### src/rtl/mac_pkg.sv
// Shared definitions for the multiply-accumulate pipeline: FSM state encoding,
// accumulator saturation limits and parameter legality checks.
package mac_pkg;

    typedef enum logic [1:0] {
        ST_ACCUM = 2'd0,
        ST_DRAIN = 2'd1,
        ST_HOLD  = 2'd2
    } mac_state_e;

    localparam int MAX_ACC_W = 128;

    // Largest positive value of an acc_w-bit signed number, in a 128-bit container.
    function automatic logic [MAX_ACC_W-1:0] sat_max(input int acc_w);
        logic [MAX_ACC_W-1:0] one;
        one = {{(MAX_ACC_W-1){1'b0}}, 1'b1};
        return (one << (acc_w - 1)) - one;
    endfunction

    // Most negative acc_w-bit value; the low acc_w bits of the complement of sat_max.
    function automatic logic [MAX_ACC_W-1:0] sat_min(input int acc_w);
        return ~sat_max(acc_w);
    endfunction

    function automatic bit params_ok(input int data_w, input int acc_w, input int mul_lat);
        return (data_w >= 8) && (data_w <= 64) &&
               (acc_w >= 2 * data_w) && (acc_w <= MAX_ACC_W) &&
               (mul_lat >= 1) && (mul_lat <= 6);
    endfunction

endpackage

### src/rtl/mac_mult_pipe.sv
// Signed DATA_W x DATA_W multiplier, MUL_LAT register stages deep, carrying a
// valid bit and a stream-last tag alongside every stage; clear empties it.
module mac_mult_pipe #(
    parameter int DATA_W  = 32,
    parameter int MUL_LAT = 3
) (
    input  logic                       clk,
    input  logic                       rst_n,
    input  logic                       clear,
    input  logic                       in_valid,
    input  logic                       in_last,
    input  logic signed [DATA_W-1:0]   a,
    input  logic signed [DATA_W-1:0]   b,
    output logic                       out_valid,
    output logic                       out_last,
    output logic signed [2*DATA_W-1:0] product,
    output logic                       busy
);

    logic [MUL_LAT-1:0]         vld_q;
    logic [MUL_LAT-1:0]         last_q;
    logic signed [2*DATA_W-1:0] prod_q [MUL_LAT];
    logic signed [2*DATA_W-1:0] a_ext;
    logic signed [2*DATA_W-1:0] b_ext;

    assign a_ext = (2*DATA_W)'(a);
    assign b_ext = (2*DATA_W)'(b);

    always_ff @(posedge clk or negedge rst_n) begin
        if (!rst_n) begin
            vld_q  <= '0;
            last_q <= '0;
        end else if (clear) begin
            vld_q  <= '0;
            last_q <= '0;
        end else begin
            vld_q[0]  <= in_valid;
            last_q[0] <= in_valid && in_last;
            for (int i = 1; i < MUL_LAT; i++) begin
                vld_q[i]  <= vld_q[i-1];
                last_q[i] <= last_q[i-1];
            end
        end
    end

    // NOTE: product registers carry no reset; the reset valid bits already mark them as garbage.
    always_ff @(posedge clk) begin
        if (in_valid) begin
            prod_q[0] <= a_ext * b_ext;
        end
        for (int i = 1; i < MUL_LAT; i++) begin
            prod_q[i] <= prod_q[i-1];
        end
    end

    assign out_valid = vld_q[MUL_LAT-1];
    assign out_last  = last_q[MUL_LAT-1];
    assign product   = prod_q[MUL_LAT-1];
    assign busy      = |vld_q;

endmodule

### src/rtl/mac_accum_pipe.sv
// Streaming signed multiply-accumulate: sums products of a stream and hands out
// one result per stream. Define MAC_ACCUM_SAT_EN to saturate instead of wrap.
module mac_accum_pipe
    import mac_pkg::*;
#(
    parameter int DATA_W  = 32,
    parameter int ACC_W   = 80,
    parameter int MUL_LAT = 3
) (
    input  logic                     clk,
    input  logic                     rst_n,
    input  logic                     in_valid,
    output logic                     in_ready,
    input  logic signed [DATA_W-1:0] a,
    input  logic signed [DATA_W-1:0] b,
    input  logic                     last,
    input  logic                     clear,
    output logic                     out_valid,
    input  logic                     out_ready,
    output logic signed [ACC_W-1:0]  out_data,
    output logic                     out_overflow,
    output logic                     busy
);

    if (!params_ok(DATA_W, ACC_W, MUL_LAT)) begin : g_param_check
        $error("mac_accum_pipe: illegal DATA_W/ACC_W/MUL_LAT combination");
    end

    mac_state_e state_q;
    mac_state_e state_d;

    logic                       accept;
    logic                       p_valid;
    logic                       p_last;
    logic                       pipe_busy;
    logic signed [2*DATA_W-1:0] p_data;
    logic signed [ACC_W-1:0]    p_ext;
    logic signed [ACC_W-1:0]    acc_q;
    logic signed [ACC_W-1:0]    acc_sum;
    logic signed [ACC_W-1:0]    acc_next;
    logic                       ovf_q;
    logic                       add_ovf;
    logic                       finish;

    // clear wins over everything, so it also blocks acceptance in its own cycle.
    assign in_ready = (state_q == ST_ACCUM) && !clear;
    assign accept   = in_valid && in_ready;

    mac_mult_pipe #(
        .DATA_W  (DATA_W),
        .MUL_LAT (MUL_LAT)
    ) u_mult (
        .clk       (clk),
        .rst_n     (rst_n),
        .clear     (clear),
        .in_valid  (accept),
        .in_last   (last),
        .a         (a),
        .b         (b),
        .out_valid (p_valid),
        .out_last  (p_last),
        .product   (p_data),
        .busy      (pipe_busy)
    );

    assign p_ext   = ACC_W'(p_data);
    assign acc_sum = acc_q + p_ext;
    assign add_ovf = (acc_q[ACC_W-1] == p_ext[ACC_W-1]) &&
                     (acc_sum[ACC_W-1] != acc_q[ACC_W-1]);

`ifdef MAC_ACCUM_SAT_EN
    localparam logic signed [ACC_W-1:0] ACC_MAX = ACC_W'(sat_max(ACC_W));
    localparam logic signed [ACC_W-1:0] ACC_MIN = ACC_W'(sat_min(ACC_W));

    // Both addends share a sign on overflow, so the product sign picks the rail.
    always_comb begin
        acc_next = acc_sum;
        if (add_ovf) begin
            acc_next = p_ext[ACC_W-1] ? ACC_MIN : ACC_MAX;
        end
    end
`else
    assign acc_next = acc_sum;
`endif

    // The youngest product of a stream carries the last tag; when it lands the stream is done.
    assign finish = p_valid && p_last && (state_q == ST_DRAIN);

    always_comb begin
        state_d = state_q;
        unique case (state_q)
            ST_ACCUM: if (accept && last) state_d = ST_DRAIN;
            ST_DRAIN: if (finish)         state_d = ST_HOLD;
            ST_HOLD:  if (out_ready)      state_d = ST_ACCUM;
            default:                      state_d = ST_ACCUM;
        endcase
        if (clear) begin
            state_d = ST_ACCUM;
        end
    end

    always_ff @(posedge clk or negedge rst_n) begin
        if (!rst_n) begin
            state_q      <= ST_ACCUM;
            acc_q        <= '0;
            ovf_q        <= 1'b0;
            out_data     <= '0;
            out_overflow <= 1'b0;
        end else begin
            state_q <= state_d;
            if (clear) begin
                acc_q <= '0;
                ovf_q <= 1'b0;
            end else if (finish) begin
                out_data     <= acc_next;
                out_overflow <= ovf_q | add_ovf;
                acc_q        <= '0;
                ovf_q        <= 1'b0;
            end else if (p_valid) begin
                acc_q <= acc_next;
                ovf_q <= ovf_q | add_ovf;
            end
        end
    end

    assign out_valid = (state_q == ST_HOLD);
    assign busy      = pipe_busy || (state_q != ST_ACCUM);

endmodule

### config.mk
export PLATFORM = sky130hd
export DESIGN_NAME = mac_accum_pipe
export DESIGN_NICKNAME = d
export VERILOG_FILES = /design/src/rtl/mac_pkg.sv /design/src/rtl/mac_mult_pipe.sv /design/src/rtl/mac_accum_pipe.sv
export SDC_FILE = /design/constraint.sdc
export NUM_CORES = 2
export LEC_CHECK = 0
export ABC_AREA = 1
export BUFFER_PORTS_ARGS = -buffer_cell sky130_fd_sc_hd__buf_4
export CORE_MARGIN = 5
export CORE_UTILIZATION = 40
export DETAILED_ROUTE_END_ITERATION = 16
export HOLD_SLACK_MARGIN = 0.08
export PLACE_DENSITY_LB_ADDON = 0.25
export SLEW_MARGIN = 20
export SYNTH_ARGS = -nofsm -noshare
export SYNTH_HDL_FRONTEND = slang
export SYNTH_HIERARCHICAL = 1
export SYNTH_SLANG_ARGS = --single-unit
### constraint.sdc
create_clock -name clk -period 2.9 [get_ports clk]
set_input_delay 0.87 -clock clk [delete_from_list [all_inputs] [get_ports clk]]
set_output_delay 0.87 -clock clk [all_outputs]
set_load 0.01 [all_outputs]
==> metrics <==
crit-path max FO=9; antenna violations before repair=5; number of synthesized flops with an enable pin=64; clock skew=0.02218 ns; clk buf depth=3; Routed WL=177200 um; commonest non-fill, non-tap cell in the layout=nand2_1; RSZ-0062 raised after global routing=true; crit end category=register; CTS tree=done; Die Area=149900 um2; final hold vios=0; DR vias=47037; Main synth FF type=dfrtp_1; clk slew on worst S/H paths=0.06 ns; wire per inst=18.12 um; post-synthesis register bit count=362; CP max stage delay=0.59 ns; Layout area overhead=27.22%; Critical Setup Path Class=input pin to register; part of the cycle the worst path needs=2.313; Finished Core Util=0.5119; area of the multi-input gates=44120 um2; Worst-Margin Slew=0.6395 ns; met3 Resource Use GR=0.02613; I/O pin total=154; Remaining Overflow, GRT=0; Sequential Area=8738 um2; H-tree levels=2; status=finished, violations left; total CTS buffers=40; Core Region=141400 um2; fin nets=9274; hold-fix buffers at CTS=0; width of the die=387.2 um; slowest CP cell=fa_1; syn_area_per_cell=7.789 um2; clock root buffer master=clkbuf_16; Async SR Flop Fraction=0.4696; most frequent CP cell=fa_1; worst setup margin=-3.809 ns; Worst EP required=3.24 ns; vias per std cell=4.810; Mapped Area=56900 um2; min cycle time layout=6.709 ns; Syn Inst Count=7305; Slew Viols, Final=0; syn_nets=8721; Residual DRC=0; startpoint types=input pin; GRT Max-Usage Layer=met2; clk_lat worst skew=0.59 ns; largest net degree at the start of global routing=72; First-pass DRT Iterations=7; post-synthesis sequential area ratio=0.1536; Max-slew headroom=0.5736; fmax=149.1 MHz; share of cells above drive strength 1=0.2429; clock sink total=362; GR Util met1=0.3178; Rows=138; vias in the first global route=50604; failing checks=negative setup slack; grt met2 use=0.4117; first-pass GRT wire length=282800 um; Hold WC Path Type=input pin to asynchronous set/reset pin; PortBufs=153; max cap viols=0; Post-Place Setup Slack=-4.652 ns; initial DRC count=2937; library cells used by synthesis=47; Die Ht=387.2 um; crit path DAT=7.04 ns; final-layout fill cell count=13189; Final setup violation count=60; most frequent cells in the layout=nand2_1, inv_1, fa_1, buf_4, nor2_1; YS warnings=6; Placer Congestion=0.9340; Post-DP HPWL=148000 um; gr usage total=0.2371; initial core utilization=0.4023; antenna viol nets, final=0
-- path summary, 6_finish.rpt --
kind	cells after the start	from	slack, ns	to
min in group clk	0	u_mult/prod_q[0][89]	0.32	u_mult/prod_q[0][153]
worst min-delay path	1	rst_n	0.19	out_data[67]
worst max register to register	14	acc_q[0]	0.16	acc_q[72]
worst max-delay path	26	b[20]	-3.81	u_mult/prod_q[0][63]
worst min register to register	0	u_mult/prod_q[0][89]	0.32	u_mult/prod_q[0][153]
max in group asynchronous	2	rst_n	2.05	state_q[1]
-- synth_stat cells (all sizes together) (2+ instances only) --
library cell  number  area share
xor2              45      0.0071
nand4             35      0.0038
nor2             358       0.026
nand2b             2     0.00022
a31oi              3     0.00033
a21o               2     0.00026
or2               14      0.0015
fa              1083        0.38
xnor2             28      0.0043
o21ai            139       0.012
edfxtp            64       0.034
dfxtp            128       0.045
ha               263       0.058
o21a               8      0.0011
nor3              24      0.0030
clkbuf           214       0.014
a21boi             4     0.00053
nand3b            22      0.0029
clkinv             3     0.00020
and2               8     0.00088
nor4               6     0.00066
a21oi            169       0.015
inv             1937        0.13
buf               75      0.0094
nand3            214       0.021
o21bai            23      0.0030
nand2           2259        0.15
and3               3     0.00033
dfrtp            170       0.075
-- final cells by class --
type                            instances  area share
Clock inverter                         26    0.004166
Clock buffer                           47     0.01509
Inverter                             1940      0.1014
Tap cell                             1890     0.03267
Timing Repair Buffer                  800      0.1163
Multi-Input combinational cell       4714      0.6096
Antenna cell                            1  0.00003457
Sequential cell                       362      0.1207
-- flip-flops by register name, summed over array words and instances (netlist names) --
name           flops
acc_q             80
out_data          80
out_overflow       1
ovf_q              1
state_q            2
u_mult/last_q      3
u_mult/prod_q    192
u_mult/vld_q       3
-- worst max-delay path: cells and delay by family --
family                     cells  cell delay (ns)
buffers and inverters          8             0.79
AOI/OAI and AO/OA              1             0.09
and+or+nand+nor                8             0.85
adders and majority gates      9             4.45
-- repair_timing --
action	CTS	global route
gates cloned	17	2
resized for setup	854	422
endpoints found under the setup margin	60	61
buffers inserted	85	48
pin swaps	391	356
-- through the flow --
| stage | std cells | hold slack, ns | cell area (um2) | setup TNS [ns] |
|---|---|---|---|---|
| 2_1_floorplan | 7305 | 0.3096 | 59040 | -206.09 |
| 3_3_place_gp | 9577 | 0.3107 | 65020 | -247.63 |
| 3_5_place_dp | 9577 | 0.3121 | 65020 | -248.91 |
| 4_1_cts | 9741 | 0.1746 | 70650 | -198.92 |
| 5_1_grt | 9779 | 0.1988 | 72380 | -208.78 |
| 6_report | 9780 | 0.1944 | 72390 | -200.23 |
-- logic make-up (layout without fill, tap and decap cells) --
logic type                 after synthesis  after routing  synth area share
xor gates and xnor gates                73             73           0.01137
and+or+nand+nor                       2945           2945            0.2114
AOI/OAI and AO/OA                      350            350           0.03332
adders and majority gates             1346           1346            0.4389
DFF                                    362            362            0.1536
buffers and inverters                 2229           2813            0.1515
other                                    0              1                 0
-- per-layer routing --
metal / share of wire / wire length [um]
met1: 0.43 / 75760
met2: 0.49 / 86340
met3: 0.053 / 9335
met4: 0.033 / 5789
met5: 0.000068 / 12
Power is not shown: default switching activity piles up to over one toggle a cycle in this logic, so the estimate is an artifact.
